[config.mk]
export PLATFORM = sky130hd
export DESIGN_NAME = kpyd_saw_voice
export DESIGN_NICKNAME = d
export VERILOG_FILES = /design/src/rtl/kpyd_saw_pkg.sv /design/src/rtl/kpyd_scan_decode.sv /design/src/rtl/kpyd_saw_voice.sv
export SDC_FILE = /design/constraint.sdc
export NUM_CORES = 1
export LEC_CHECK = 0
export ABC_AREA = 1
export BUFFER_PORTS_ARGS = -buffer_cell sky130_fd_sc_hd__buf_2
export CAP_MARGIN = 5
export CELL_PAD_IN_SITES_DETAIL_PLACEMENT = 1
export CELL_PAD_IN_SITES_GLOBAL_PLACEMENT = 2
export CORE_AREA = 4 4 126 128
export CTS_CLUSTER_DIAMETER = 80
export DETAILED_ROUTE_END_ITERATION = 8
export DIE_AREA = 0 0 130 132
export GPL_TIMING_DRIVEN = 0
export HOLD_SLACK_MARGIN = 0.15
export PLACE_DENSITY_LB_ADDON = 0.1
export SETUP_SLACK_MARGIN = 0.05
export SLEW_MARGIN = 20
export SYNTH_ARGS = -nofsm -noshare
export SYNTH_HDL_FRONTEND = slang
export SYNTH_SLANG_ARGS = --single-unit
[constraint.sdc]
create_clock -name clk_i -period 6.2 [get_ports clk_i]
set_clock_uncertainty 0.05 [all_clocks]
set_input_delay 0.93 -clock clk_i [delete_from_list [all_inputs] [get_ports clk_i]]
set_output_delay 0.93 -clock clk_i [all_outputs]
set_load 0.02 [all_outputs]
[src/rtl/kpyd_saw_pkg.sv]
// Shared constants for the keypad sawtooth voice: note table, phase increments
// and the keypad row/column to hex-code map.
package kpyd_saw_pkg;

   localparam int unsigned SAMPLE_RATE   = 48000;
   localparam int unsigned PKG_ACC_WIDTH = 32;

   typedef logic [3:0] hex_t;

   localparam int unsigned NOTE_HZ [16] = '{
      261, 294, 330, 349, 392, 440, 494, 523,
      587, 659, 698, 784, 880, 988, 1046, 1174
   };

   // Indexed by {row, col}; col 0 is the leftmost keypad column.
   localparam hex_t KEY_MAP [16] = '{
      4'h1, 4'h2, 4'h3, 4'hA,
      4'h4, 4'h5, 4'h6, 4'hB,
      4'h7, 4'h8, 4'h9, 4'hC,
      4'hE, 4'h0, 4'hF, 4'hD
   };

   function automatic logic [31:0] calc_inc(input int unsigned freq_hz);
      logic [63:0] num_s;
      num_s = 64'(freq_hz) << PKG_ACC_WIDTH;
      return 32'(num_s / 64'(SAMPLE_RATE));
   endfunction

   // Evaluated at elaboration, so the datapath only sees a constant lookup.
   localparam logic [31:0] PHASE_INC_TAB [16] = '{
      calc_inc(NOTE_HZ[0]),  calc_inc(NOTE_HZ[1]),  calc_inc(NOTE_HZ[2]),  calc_inc(NOTE_HZ[3]),
      calc_inc(NOTE_HZ[4]),  calc_inc(NOTE_HZ[5]),  calc_inc(NOTE_HZ[6]),  calc_inc(NOTE_HZ[7]),
      calc_inc(NOTE_HZ[8]),  calc_inc(NOTE_HZ[9]),  calc_inc(NOTE_HZ[10]), calc_inc(NOTE_HZ[11]),
      calc_inc(NOTE_HZ[12]), calc_inc(NOTE_HZ[13]), calc_inc(NOTE_HZ[14]), calc_inc(NOTE_HZ[15])
   };

   function automatic logic [31:0] phase_inc(input hex_t hex);
      return PHASE_INC_TAB[hex];
   endfunction

   function automatic hex_t key_code(input logic [1:0] row, input logic [1:0] col);
      return KEY_MAP[{row, col}];
   endfunction

endpackage

[src/rtl/kpyd_scan_decode.sv]
// Keypad column scanner and decoder: divider, active-low column rotation,
// single-key decode to hex_o and the per-scan key_down_o flag.
module kpyd_scan_decode
   import kpyd_saw_pkg::*;
#(
   parameter int SCAN_DIV = 1024
) (
   input  logic       clk_i,
   input  logic       reset_i,
   input  logic [3:0] kpyd_row_i,
   output logic [3:0] kpyd_col_o,
   output logic [3:0] hex_o,
   output logic       key_down_o
);

   localparam int DIV_W = (SCAN_DIV > 1) ? $clog2(SCAN_DIV) : 1;
   localparam logic [DIV_W-1:0] DIV_LAST = DIV_W'(SCAN_DIV - 1);

   logic [DIV_W-1:0] div_r;
   logic [3:0]       col_sel_r;
   hex_t             hex_r;
   logic             seen_r;
   logic             key_down_r;

   logic [3:0] pressed_s;
   logic       step_s;
   logic       press_s;
   logic [1:0] row_idx_s;
   logic [1:0] col_idx_s;

   assign pressed_s = ~kpyd_row_i;
   assign step_s    = (div_r == DIV_LAST);

   // Row decode: only a single pressed row counts as a key.
   always_comb begin
      row_idx_s = 2'd0;
      press_s   = 1'b0;
      case (pressed_s)
         4'b0001: begin row_idx_s = 2'd0; press_s = 1'b1; end
         4'b0010: begin row_idx_s = 2'd1; press_s = 1'b1; end
         4'b0100: begin row_idx_s = 2'd2; press_s = 1'b1; end
         4'b1000: begin row_idx_s = 2'd3; press_s = 1'b1; end
         default: begin row_idx_s = 2'd0; press_s = 1'b0; end
      endcase
   end

   // Column index of the currently driven column.
   always_comb begin
      col_idx_s = 2'd0;
      case (col_sel_r)
         4'b0001: col_idx_s = 2'd0;
         4'b0010: col_idx_s = 2'd1;
         4'b0100: col_idx_s = 2'd2;
         4'b1000: col_idx_s = 2'd3;
         default: col_idx_s = 2'd0;
      endcase
   end

   // Scan divider, column rotation, key latch and end-of-scan key_down update.
   always_ff @(posedge clk_i) begin
      if (reset_i) begin
         div_r      <= '0;
         col_sel_r  <= 4'b0001;
         hex_r      <= 4'h0;
         seen_r     <= 1'b0;
         key_down_r <= 1'b0;
      end else begin
         div_r <= step_s ? '0 : div_r + DIV_W'(1);
         if (step_s) begin
            col_sel_r <= {col_sel_r[2:0], col_sel_r[3]};
         end
         if (press_s) begin
            hex_r <= key_code(row_idx_s, col_idx_s);
         end
         // Closing the scan takes priority over a press in that same cycle.
         if (step_s && (col_sel_r == 4'b1000)) begin
            key_down_r <= seen_r;
            seen_r     <= 1'b0;
         end else if (press_s) begin
            seen_r <= 1'b1;
         end
      end
   end

   assign kpyd_col_o = ~col_sel_r;
   assign hex_o      = hex_r;
   assign key_down_o = key_down_r;

endmodule

[src/rtl/kpyd_saw_voice.sv]
// Single-voice keypad sawtooth synth: scanner/decoder, note-table phase
// accumulator and sawtooth output. Define KPYD_SAW_GATE_EN to mute when no key is down.
module kpyd_saw_voice
   import kpyd_saw_pkg::*;
#(
   parameter int SCAN_DIV   = 1024,
   parameter int ACC_WIDTH  = 32,
   parameter int ADDR_WIDTH = 9,
   parameter int WIDTH      = 24
) (
   input  logic                  clk_i,
   input  logic                  reset_i,
   input  logic [3:0]            kpyd_row_i,
   output logic [3:0]            kpyd_col_o,
   output logic [3:0]            hex_o,
   output logic                  key_down_o,
   output logic [ADDR_WIDTH-1:0] addr_o,
   output logic [WIDTH-1:0]      data_o,
   output logic                  valid_o
);

   hex_t                  hex_s;
   logic                  key_down_s;
   logic [ACC_WIDTH-1:0]  inc_s;
   logic [ACC_WIDTH-1:0]  acc_r;
   logic [ADDR_WIDTH-1:0] addr_s;
   logic [WIDTH-1:0]      saw_s;
   logic [WIDTH-1:0]      data_r;
   logic                  valid_r;

   kpyd_scan_decode #(
      .SCAN_DIV (SCAN_DIV)
   ) u_scan (
      .clk_i      (clk_i),
      .reset_i    (reset_i),
      .kpyd_row_i (kpyd_row_i),
      .kpyd_col_o (kpyd_col_o),
      .hex_o      (hex_s),
      .key_down_o (key_down_s)
   );

   assign inc_s  = ACC_WIDTH'(phase_inc(hex_s));
   assign addr_s = acc_r[ACC_WIDTH-1 -: ADDR_WIDTH];
   // addr - half-range as two's complement is just the inverted MSB.
   assign saw_s  = {~addr_s[ADDR_WIDTH-1], addr_s[ADDR_WIDTH-2:0], {(WIDTH-ADDR_WIDTH){1'b0}}};

   // Phase accumulator, sample register and valid flag.
   always_ff @(posedge clk_i) begin
      if (reset_i) begin
         acc_r   <= '0;
         data_r  <= {1'b1, {(WIDTH-1){1'b0}}};
         valid_r <= 1'b0;
      end else begin
         acc_r   <= acc_r + inc_s;
         valid_r <= 1'b1;
`ifdef KPYD_SAW_GATE_EN
         data_r  <= key_down_s ? saw_s : '0;
`else
         data_r  <= saw_s;
`endif
      end
   end

   assign hex_o      = hex_s;
   assign key_down_o = key_down_s;
   assign addr_o     = addr_s;
   assign data_o     = data_r;
   assign valid_o    = valid_r;

endmodule

==> results.json <==
{
  "status": "completed",
  "clk_pin_slew_ns": 0.06,
  "clk_path_buf_depth": 2,
  "clock_latency_ns": 0.35,
  "synth_cells": 834,
  "drv_cap": 0,
  "yosysWarnings": 0,
  "grt_max_degree": 14,
  "cp_data_required_time_ns": 6.39,
  "fp.dieH_um": 132,
  "first_global_vias": 5272,
  "numPortBuffers": 33,
  "ff2ff_path_depth": 16,
  "powerDensity_nw_per_um2": 373,
  "p_clk_share_pct": 22.9,
  "cts_tree": "done",
  "rr_startpoint": "u_scan.hex_o[1]",
  "min_period_over_period_pct": 55.4,
  "critPathMostFrequentCell": "nand2_1",
  "via_count": 5172,
  "reg2reg_slack_ns": 2.77,
  "drtIter0Drc": 265,
  "drc": 0,
  "hold_class": "flop to flop",
  "drv_slew": 0,
  "endpoint_kind": "flop",
  "finalSetupViolations": 0,
  "synth-edff-count": 0,
  "path_delay_family": "simple AND/OR/NAND/NOR gates",
  "ys_ff_latch": 62,
  "cts-resized-gates": 0,
  "io_pins": 49,
  "max_freq_ghz": 0.291,
  "synth_area_um2": 5060,
  "grt_first_pass_wirelength_mm": 26.2,
  "crit_start": "u_scan.hex_o[1]",
  "viasPerCell": 4.77,
  "final-hold-violation-count": 0,
  "gr-usage-all-layers_pct": 19.5,
  "synth_cell_types": 44,
  "fin_area_um2": 5800,
  "rows": 45,
  "worst-slew-pin-transition_ns": 0.761,
  "clock-sinks": 62,
  "path_depth": 16,
  "post-cts-setup-buffer-count": 0,
  "root_buffer": "clkbuf_16",
  "arrival_ns": 3.63,
  "core_area_um2": 14900,
  "max_slew_margin_pct": 49.3,
  "cts-htree-levels": 3,
  "gp_congestion": 0.906,
  "critPathKind": "flop to flop",
  "antenna_cells": 0,
  "start_util_pct": 34.1,
  "cpMaxStageDelayCell": "dfxtp_1",
  "min_period_ns": 3.43,
  "p_int_uw": 1130,
  "crit_chain": "inv_1, ha_1, nor2_1, inv_1, a32o_1, ha_1, nand2_1, nor2_2, and2_1, nand2_1, nand2_2, nand2_1, nand2_1, nand2_1, nand2_1, nor2_1",
  "critPathMaxFanout": 12,
  "slowest_delay_ns": 0.59,
  "wl_mm": 15.8,
  "crit_buf_inv": 2,
  "leakagePower_uw": 0.00317,
  "vdd_drop_max_uv": 170,
  "dieArea_um2": 17200,
  "worst_setup_path_start_kind": "flop",
  "p_sw_uw": 1030,
  "yosys_most_used_dff": "dfxtp_1",
  "setup_tns_ns": 0,
  "dp_hpwl_mm": 13.3,
  "async_flop_share_pct": 0,
  "antenna_found_initial": 0,
  "cp-endpoint": "acc_r[21]",
  "rsz0062_at_grt": "no",
  "ys_seq_area_share_pct": 24.5,
  "rr_endpoint": "acc_r[21]",
  "grt-ovfl-total": 0,
  "post_dp_cell_area_um2": 5520,
  "power.share.switching_pct": 47.8,
  "combPwrFrac_pct": 52.3,
  "seq_power_share_pct": 24.8,
  "die_w_um": 130,
  "cts_buffers": 9,
  "synthToLayoutAreaGrowth_pct": 14.5,
  "cts_hold_buffers": 0,
  "wl_per_cell_um": 14.6,
  "drive_above_1_share_pct": 12.5,
  "syn_avg_cell_area_um2": 6.07,
  "antenna_left": 0,
  "fin_nets": 940,
  "drtPass1Iterations": 4
}
[cell usage after synthesis (2+ instances only)]
library cell	n	area share [%]
buf_2	4	0.40
ha_1	41	10
o31ai_1	3	0.44
nor2_2	9	1.1
nand3_1	31	3.1
xnor2_1	2	0.35
nand4_1	6	0.74
o32ai_1	2	0.35
nor3b_1	2	0.30
a21oi_1	47	4.6
o21a_1	2	0.30
a21boi_0	2	0.30
nand3_2	4	0.79
nor3_1	6	0.59
inv_1	144	11
nor3_2	3	0.59
dfxtp_1	62	25
nor2_1	108	8.0
o21bai_1	2	0.30
nand2_1	247	18
a31oi_1	2	0.25
and2_1	2	0.25
nand2_2	10	1.2
o21ai_0	38	3.8
nor2_4	4	0.89
o22ai_1	5	0.62
buf_4	24	3.6
clkbuf_1	5	0.37
nand3b_1	2	0.30
[cells by family (layout without fill, tap and decap cells)]
logic type,Yosys count,in the layout,synth area share (%)
adder cells (fa/ha/maj),42,42,10.5
XOR/XNOR,3,3,0.519
buffers and inverters,179,228,15.3
other,1,15,0.0741
AND/OR/NAND/NOR,438,438,37.2
flip-flops,62,62,24.5
AO/OA/AOI/OAI,109,109,11.9
[stage by stage]
stage / utilization, % / power (uW) / std cells / worst slack (ns) / hold WS (ns)
final: 39.0 / 2160 / 1085 / 2.77 / 0.376
after global routing: 39.0 / 2380 / 1085 / 2.44 / 0.421
after CTS: 39.0 / 2190 / 1085 / 2.76 / 0.379
after detailed placement: 37.1 / 1690 / 1069 / 2.79 / 0.364
after global placement: 37.1 / 1650 / 1069 / 2.79 / 0.355
after floorplan: - / 1370 / 848 / 3.45 / 0.343
[worst min-delay path by stage]
stage               from         end  slack [ns]  cells after the start
6_report       acc_r[31]  data_o[23]        0.38                      1
5_1_grt        acc_r[31]  data_o[23]        0.42                      1
4_1_cts        acc_r[31]  data_o[23]        0.38                      1
3_5_place_dp   acc_r[31]  data_o[23]        0.36                      1
3_3_place_gp   acc_r[31]  data_o[23]        0.35                      1
2_1_floorplan  acc_r[31]  data_o[23]        0.34                      1
[power groups by stage]
stage / Sequential [uW] / Clock (uW) / Combinational (uW)
2_1_floorplan: 540 / 0 / 826
3_3_place_gp: 541 / 0 / 1110
3_5_place_dp: 546 / 0 / 1140
4_1_cts: 538 / 511 / 1140
5_1_grt: 547 / 526 / 1300
6_report: 537 / 496 / 1130
[routing by layer]
metal  wire length [um]  part of all wire [%]  track usage, %
met3                689                   4.4            2.80
met4                361                   2.3            7.10
met5                  0                     0               0
met1               7230                    46            25.6
met2               7520                    48            32.4
[sequential cells by signal, summed over array words and instances, names as in the netlist]
register / flops
u_scan.hex_o: 4
u_scan.seen_r: 1
u_scan.col_sel_r: 4
u_scan.div_r: 10
data_o: 9
u_scan.key_down_o: 1
valid_o: 1
acc_r: 32
[placed cells by master (no fill, tap or decap), types with 3 or more instances in the layout]
cell / netlist / routed
nand2_1: 247 / 247
inv_1: 144 / 144
nor2_1: 108 / 108
dfxtp_1: 62 / 62
a21oi_1: 47 / 47
ha_1: 41 / 41
o21ai_0: 38 / 38
buf_2: 4 / 37
nand3_1: 31 / 31
buf_4: 24 / 24
conb_1: 1 / 15
nand2_2: 10 / 10
nor2_2: 9 / 9
clkbuf_16: 0 / 9
nor3_1: 6 / 6
nand4_1: 6 / 6
clkbuf_1: 5 / 5
o22ai_1: 5 / 5
nor2_4: 4 / 4
nand3_2: 4 / 4
inv_6: 0 / 4
o31ai_1: 3 / 3
nor3_2: 3 / 3
[area by class of cell]
cell class | count | area (um2)
fillers | 2030 | 9070
well taps | 188 | 235
clock buffers | 9 | 225
inverters | 144 | 541
clock inverters | 7 | 56.3
multi-input cells | 607 | 3100
plain buffers | 35 | 234
flip-flops and latches | 62 | 1240
repair buffers | 33 | 165
No activity file was read; power rests on OpenSTA's default activity.
